--- src/rtl/mux4_rr_arbiter.sv ---
// mux4_rr_arbiter: round-robin owner of a shared 4:1 mux slice.
// Ports: clk, rst_n (async low), req[3:0] in; sel[1:0], gnt[3:0], busy out.
//   req  - request per mux input a..d (bit 0..3)
//   sel  - registered mux select
//   gnt  - registered one-hot grant, zero when no owner
//   busy - arbiter is in SWITCH or GRANT
module mux4_rr_arbiter #(
    parameter int BURST_LEN = 4,
    parameter int CNT_W     = $clog2(BURST_LEN) + 1
) (
    input  logic       clk,
    input  logic       rst_n,
    input  logic [3:0] req,
    output logic [1:0] sel,
    output logic [3:0] gnt,
    output logic       busy
);

    typedef enum logic [1:0] {
        IDLE,
        SWITCH,
        GRANT
    } state_t;

    state_t           state_q, state_d;
    logic [1:0]       sel_d;
    logic [1:0]       last_q, last_d;
    logic [3:0]       gnt_d;
    logic [CNT_W-1:0] cnt_q, cnt_d;
    logic             burst_done;
    logic             rel;

    // First requester after 'last', wrapping; 'last' itself is
    // visited at the end so the previous owner has lowest priority.
    function automatic logic [1:0] pick(
        input logic [3:0] r,
        input logic [1:0] last
    );
        logic [1:0] idx;
        logic [1:0] w;
        logic       found;
        w     = last;
        found = 1'b0;
        for (int k = 1; k <= 4; k++) begin
            idx = last + k[1:0];
            if (!found && r[idx]) begin
                w     = idx;
                found = 1'b1;
            end
        end
        return w;
    endfunction

    assign burst_done = (cnt_q == CNT_W'(BURST_LEN - 1));
    assign rel        = !req[sel] || burst_done;
    assign busy       = (state_q != IDLE);

    always_comb begin
        state_d = state_q;
        sel_d   = sel;
        gnt_d   = gnt;
        cnt_d   = cnt_q;
        last_d  = last_q;
        unique case (state_q)
            IDLE: begin
                if (|req) begin
                    state_d = SWITCH;
                    sel_d   = pick(req, last_q);
                end
            end
            SWITCH: begin
                if (req[sel]) begin
                    state_d = GRANT;
                    gnt_d   = 4'b0001 << sel;
                    cnt_d   = '0;
                end else begin
                    state_d = IDLE;
                end
            end
            GRANT: begin
                cnt_d = cnt_q + 1'b1;
                if (rel) begin
                    gnt_d  = '0;
                    last_d = sel;
                    if (|req) begin
                        // Lone requester re-picks itself: sel unchanged.
                        state_d = SWITCH;
                        sel_d   = pick(req, sel);
                    end else begin
                        state_d = IDLE;
                    end
                end
            end
            default: begin
                state_d = IDLE;
                gnt_d   = '0;
            end
        endcase
    end

    always_ff @(posedge clk or negedge rst_n) begin
        if (!rst_n) begin
            state_q <= IDLE;
            sel     <= 2'd0;
            gnt     <= 4'd0;
            cnt_q   <= '0;
            last_q  <= 2'd3;
        end else begin
            state_q <= state_d;
            sel     <= sel_d;
            gnt     <= gnt_d;
            cnt_q   <= cnt_d;
            last_q  <= last_d;
        end
    end

endmodule

--- config.mk ---
export PLATFORM = sky130hd
export DESIGN_NAME = mux4_rr_arbiter
export DESIGN_NICKNAME = d
export VERILOG_FILES = /design/src/rtl/mux4_rr_arbiter.sv
export SDC_FILE = /design/constraint.sdc
export NUM_CORES = 1
export LEC_CHECK = 0
export ABC_CLOCK_PERIOD_IN_PS = 4000
export CAP_MARGIN = 10
export CORE_MARGIN = 1
export CORE_UTILIZATION = 40
export DETAILED_ROUTE_END_ITERATION = 8
export PLACE_DENSITY = 0.58
export SLEW_MARGIN = 10
export SYNTH_ARGS = -nofsm -noshare
export SYNTH_HDL_FRONTEND = slang
export SYNTH_SLANG_ARGS = --single-unit
--- constraint.sdc ---
create_clock -name clk -period 4 [get_ports clk]
set_clock_uncertainty 0.1 [all_clocks]
set_input_delay 0.8 -clock clk [delete_from_list [all_inputs] [get_ports clk]]
set_output_delay 0.8 -clock clk [all_outputs]
set_load 0.01 [all_outputs]
==> parameters.txt <==
Parameter                              Value

Global route
  Vias in the first global route ... between 600 and 700
  Wire length of the first global-routing pass ... between 3000 and 4000 µm
  Total global routing track utilization ... between 10% and 20%
  Pin count of the biggest net entering global routing ... 14
  Number of antenna violations at the first check in global routing ... 0
  Overall overflow remaining after global route ... 0

Route
  Detail-routed via count per cell ... 5.74
  Pre-Repair DR Iteration Count ... 5
  Number of violations reported at the end of detailed-routing iteration 0 ... 23
  Count of vias placed by the detailed router ... about 780
  Number of antenna-violating nets in the routed design ... 0
  Final WL ... a little under 2000 µm
  Per-cell routed wire length ... ~14 µm
  DRC ... 0

Yosys
  Sequential fraction of the synthesis area ... between 30% and 40%
  Post-synthesis instance area ... 1010 µm²
  Library cells used by synthesis ... 37
  Synthesized area divided by synthesized cell count ... around 10 µm²
  Number of warnings printed during yosys synthesis ... 0
  Post-synth top area cell ... sky130_fd_sc_hd__dfrtp_1
  Biggest area contributors in the synthesized netlist ... sky130_fd_sc_hd__dfrtp_1 27%, sky130_fd_sc_hd__ha_1 7.4%, sky130_fd_sc_hd__mux2i_1 6.9%, sky130_fd_sc_hd__dfstp_2 5.2%, sky130_fd_sc_hd__mux4_2 4.4%
  Post-synthesis instance total ... 97
  Total of flip-flops plus latches after synthesis ... 13
  Post-Synthesis Net Count ... between 100 and 150
  Fraction of synthesized cell area taken by the top area cell type ... between 20 and 30%

Run
  Max-capacitance violation count ... 0

Timing
  Final critical path time including I/O delays and setup ... a little under 3 ns
  Worst slew margin ... 60.2%
  Max-slew violations ... 0
  Setup slack after layout ... 1.05 ns
  Final Hold Fails ... 0
  RSZ-0062 raised after global routing ... no
  Number of setup violations in the final report ... 0
  Total negative setup slack ... 0 ns
  Max frequency ... roughly 0.34 GHz
  Share of the cycle needed by the critical path after routing ... ~74%
  Measured slew at the worst slew-check pin ... around 0.6 ns
  WHS ... a little over 0.4 ns

Floorplan
  IO Pins ... 13
  Standard-cell rows ... 17
  Die boundary height ... 52.4 µm
  Placeable core region ... roughly 2300 µm²
  Initial Utilization ... 44.2%
  Die width ... approximately 52 µm
  Area of the die ... approximately 2700 µm²

CTS
  Total CTS buffers ... 3
  Hold buffers post-CTS ... 0
  Sinks on the clock net ... 13
  Max Root-Sink Buffers ... 2
  H-Tree Level Count ... 1
  Skew-Pair Late Insertion Delay ... roughly 0.28 ns
  Clock-pin slew on the worst setup and hold paths ... 0.08 ns
  Number of gates resized after cts ... 0
  Total setup buffers inserted after CTS ... 0
  Cell at the root of the clock tree ... sky130_fd_sc_hd__clkbuf_4
  Clock tree from TritonCTS ... done

Setup path
  Worst Path Arrival ... 3.01 ns
  Max stage delay on crit path ... 0.62 ns
  Maximum fanout along the worst path ... 11
  Category of the critical setup timing path ... in2reg
  Worst path slowest cell ... sky130_fd_sc_hd__mux4_2
  Kind of start point of the critical path ... primary input
  Cell-by-cell listing of the critical path ... clkdlybuf4s50_1 > mux4_2 > a311oi_4 > o41ai_2 > a31oi_1 > mux2_1
  Required time of the critical path ... ~4.1 ns
  Crit. End Element ... flop

Final layout
  FILL cells ... about 220
  Number of antenna diodes ... 0
  Area growth from synthesis to final layout ... 12.1%
  Final net count ... 120
  Count of non-filler cells in the finished layout ... between 100 and 150
  Non-Filler Cell Area, Final ... between 1000 and 1500 µm²
  Ratio of cells with drive above 1 in the final layout ... 13.1%

Placed design
  Post-placement cell count ... 131
  Number of I/O port buffers ... 12
  Final GP Congestion ... 0.791
  Instance area at placement ... approximately 1100 µm²
  Placed wire-length estimate after detailed placement ... roughly 1500 µm
  Worst setup timing slack at the placement stage ... around 0.76 ns

Pwr
  Power density over the cells ... 753 nW/µm²
  Total leakage power ... around 0.48 nW
  Largest vdd supply drop ... approximately 0.00033 V

Worst hold path
  Classification of the worst-slack hold path ... reg2reg

Status
  Status ... finished, final reports clean
routing by layer:
metal	wire (µm)	up-vias	track usage [%]	part of all wire, %
met5	0	-	0	0
met4	49	0	9.21	2.5
met3	60	4	1.74	3.1
met2	852	22	22.6	44
met1	989	369	22.3	51
li1	-	380	-	-
cells in the mapped netlist:
cell type and number:
sky130_fd_sc_hd__dfrtp_1 11, sky130_fd_sc_hd__mux2i_1 7, sky130_fd_sc_hd__nand2_1 7, sky130_fd_sc_hd__ha_1 6, sky130_fd_sc_hd__inv_1 6, sky130_fd_sc_hd__a21oi_1 5
sky130_fd_sc_hd__nor2_1 5, sky130_fd_sc_hd__o21ai_0 5, sky130_fd_sc_hd__a22o_1 4, sky130_fd_sc_hd__nand2b_1 4, sky130_fd_sc_hd__a221oi_1 3, sky130_fd_sc_hd__buf_4 2
sky130_fd_sc_hd__clkbuf_8 2, sky130_fd_sc_hd__dfstp_2 2, sky130_fd_sc_hd__mux2_2 2, sky130_fd_sc_hd__mux4_2 2, sky130_fd_sc_hd__nor2b_1 2, sky130_fd_sc_hd__o211ai_1 2
sky130_fd_sc_hd__or2b_1 2, sky130_fd_sc_hd__a22o_2 1, sky130_fd_sc_hd__a22oi_1 1, sky130_fd_sc_hd__a2bb2oi_1 1, sky130_fd_sc_hd__a311oi_4 1, sky130_fd_sc_hd__a31oi_1 1
sky130_fd_sc_hd__and2_2 1, sky130_fd_sc_hd__buf_2 1, sky130_fd_sc_hd__buf_6 1, sky130_fd_sc_hd__mux2_1 1, sky130_fd_sc_hd__mux4_1 1, sky130_fd_sc_hd__nand3b_1 1
sky130_fd_sc_hd__nor3_1 1, sky130_fd_sc_hd__nor4_1 1, sky130_fd_sc_hd__o22ai_1 1, sky130_fd_sc_hd__o31ai_1 1, sky130_fd_sc_hd__o32a_1 1, sky130_fd_sc_hd__o41ai_2 1
sky130_fd_sc_hd__or2_2 1
flip-flops by register name, summed over array words and instances, names as in the netlist:
name	flops
gnt	4
sel	2
last_q	2
cnt_q	3
state_q	2
layout by cell type, fill, tap and decap left out, types with 2 or more instances in the layout:
cell	n
sky130_fd_sc_hd__o21ai_0	5
sky130_fd_sc_hd__o211ai_1	2
sky130_fd_sc_hd__or2b_1	2
sky130_fd_sc_hd__dfrtp_1	11
sky130_fd_sc_hd__mux2i_1	7
sky130_fd_sc_hd__nand2b_1	4
sky130_fd_sc_hd__a21oi_1	5
sky130_fd_sc_hd__nand2_1	7
sky130_fd_sc_hd__dfstp_2	2
sky130_fd_sc_hd__ha_1	6
sky130_fd_sc_hd__a22o_1	4
sky130_fd_sc_hd__inv_1	6
sky130_fd_sc_hd__clkdlybuf4s50_1	12
sky130_fd_sc_hd__clkbuf_4	3
sky130_fd_sc_hd__nor2_1	5
sky130_fd_sc_hd__mux4_2	2
sky130_fd_sc_hd__nor2b_1	2
sky130_fd_sc_hd__a221oi_1	3
sky130_fd_sc_hd__mux2_2	2
path summary, 6_finish.rpt:
path | from | to | slack (ns) | depth (start not counted)
setup / recovery | req[3] | sel[0] | 1.05 | 6
hold / removal | gnt[3] | gnt[3] | 0.40 | 1
setup reg to reg | sel[0] | sel[0] | 1.07 | 6
hold reg to reg | gnt[3] | gnt[3] | 0.40 | 1
max in group asynchronous | rst_n | sel[1] | 2.62 | 1
min in group asynchronous | rst_n | cnt_q[0] | 0.79 | 1
critical path, delay by kind of cell:
kind,cells,cell delay (ns)
compound gates,3,0.68
buf+inv,1,0.58
mux,2,0.96
cell families (layout without fill, tap and decap cells):
kind of cell,count (synthesis),count (layout),share of synthesized area [%]
adder cells (fa/ha/maj),6,6,7.40
multiplexers,13,13,17.3
flip-flops,13,13,32.3
AND/OR/NAND/NOR,25,25,12.8
AO/OA/AOI/OAI,28,28,22.2
buffers and inverters,12,22,8.01
metrics by stage:
stage	total power, mW	util, %
detailed placement	0.778	48.4
global placement	0.778	48.4
finish	0.856	49.5
CTS	0.860	49.5
global route	0.922	49.5
floorplan	0.673	-
final cells by class:
cell class | count | area (µm²) | area share [%]
Timing Repair Buffer | 12 | 120 | 10.6
Multi-Input combinational cell | 72 | 606 | 53.2
Inverter | 6 | 22.5 | 1.98
Clock buffer | 4 | 26.3 | 2.31
Sequential cell | 13 | 328 | 28.8
Tap cell | 28 | 35.0 | 3.08
where the power goes:
part	leakage (nW)	internal, mW	switching [mW]
Sequential	0.162	0.190	0.0978
Clock	0.0150	0.0387	0.0438
Combinational	0.299	0.262	0.223
Total	0.477	0.491	0.365
(Power assumes the default switching activity.)
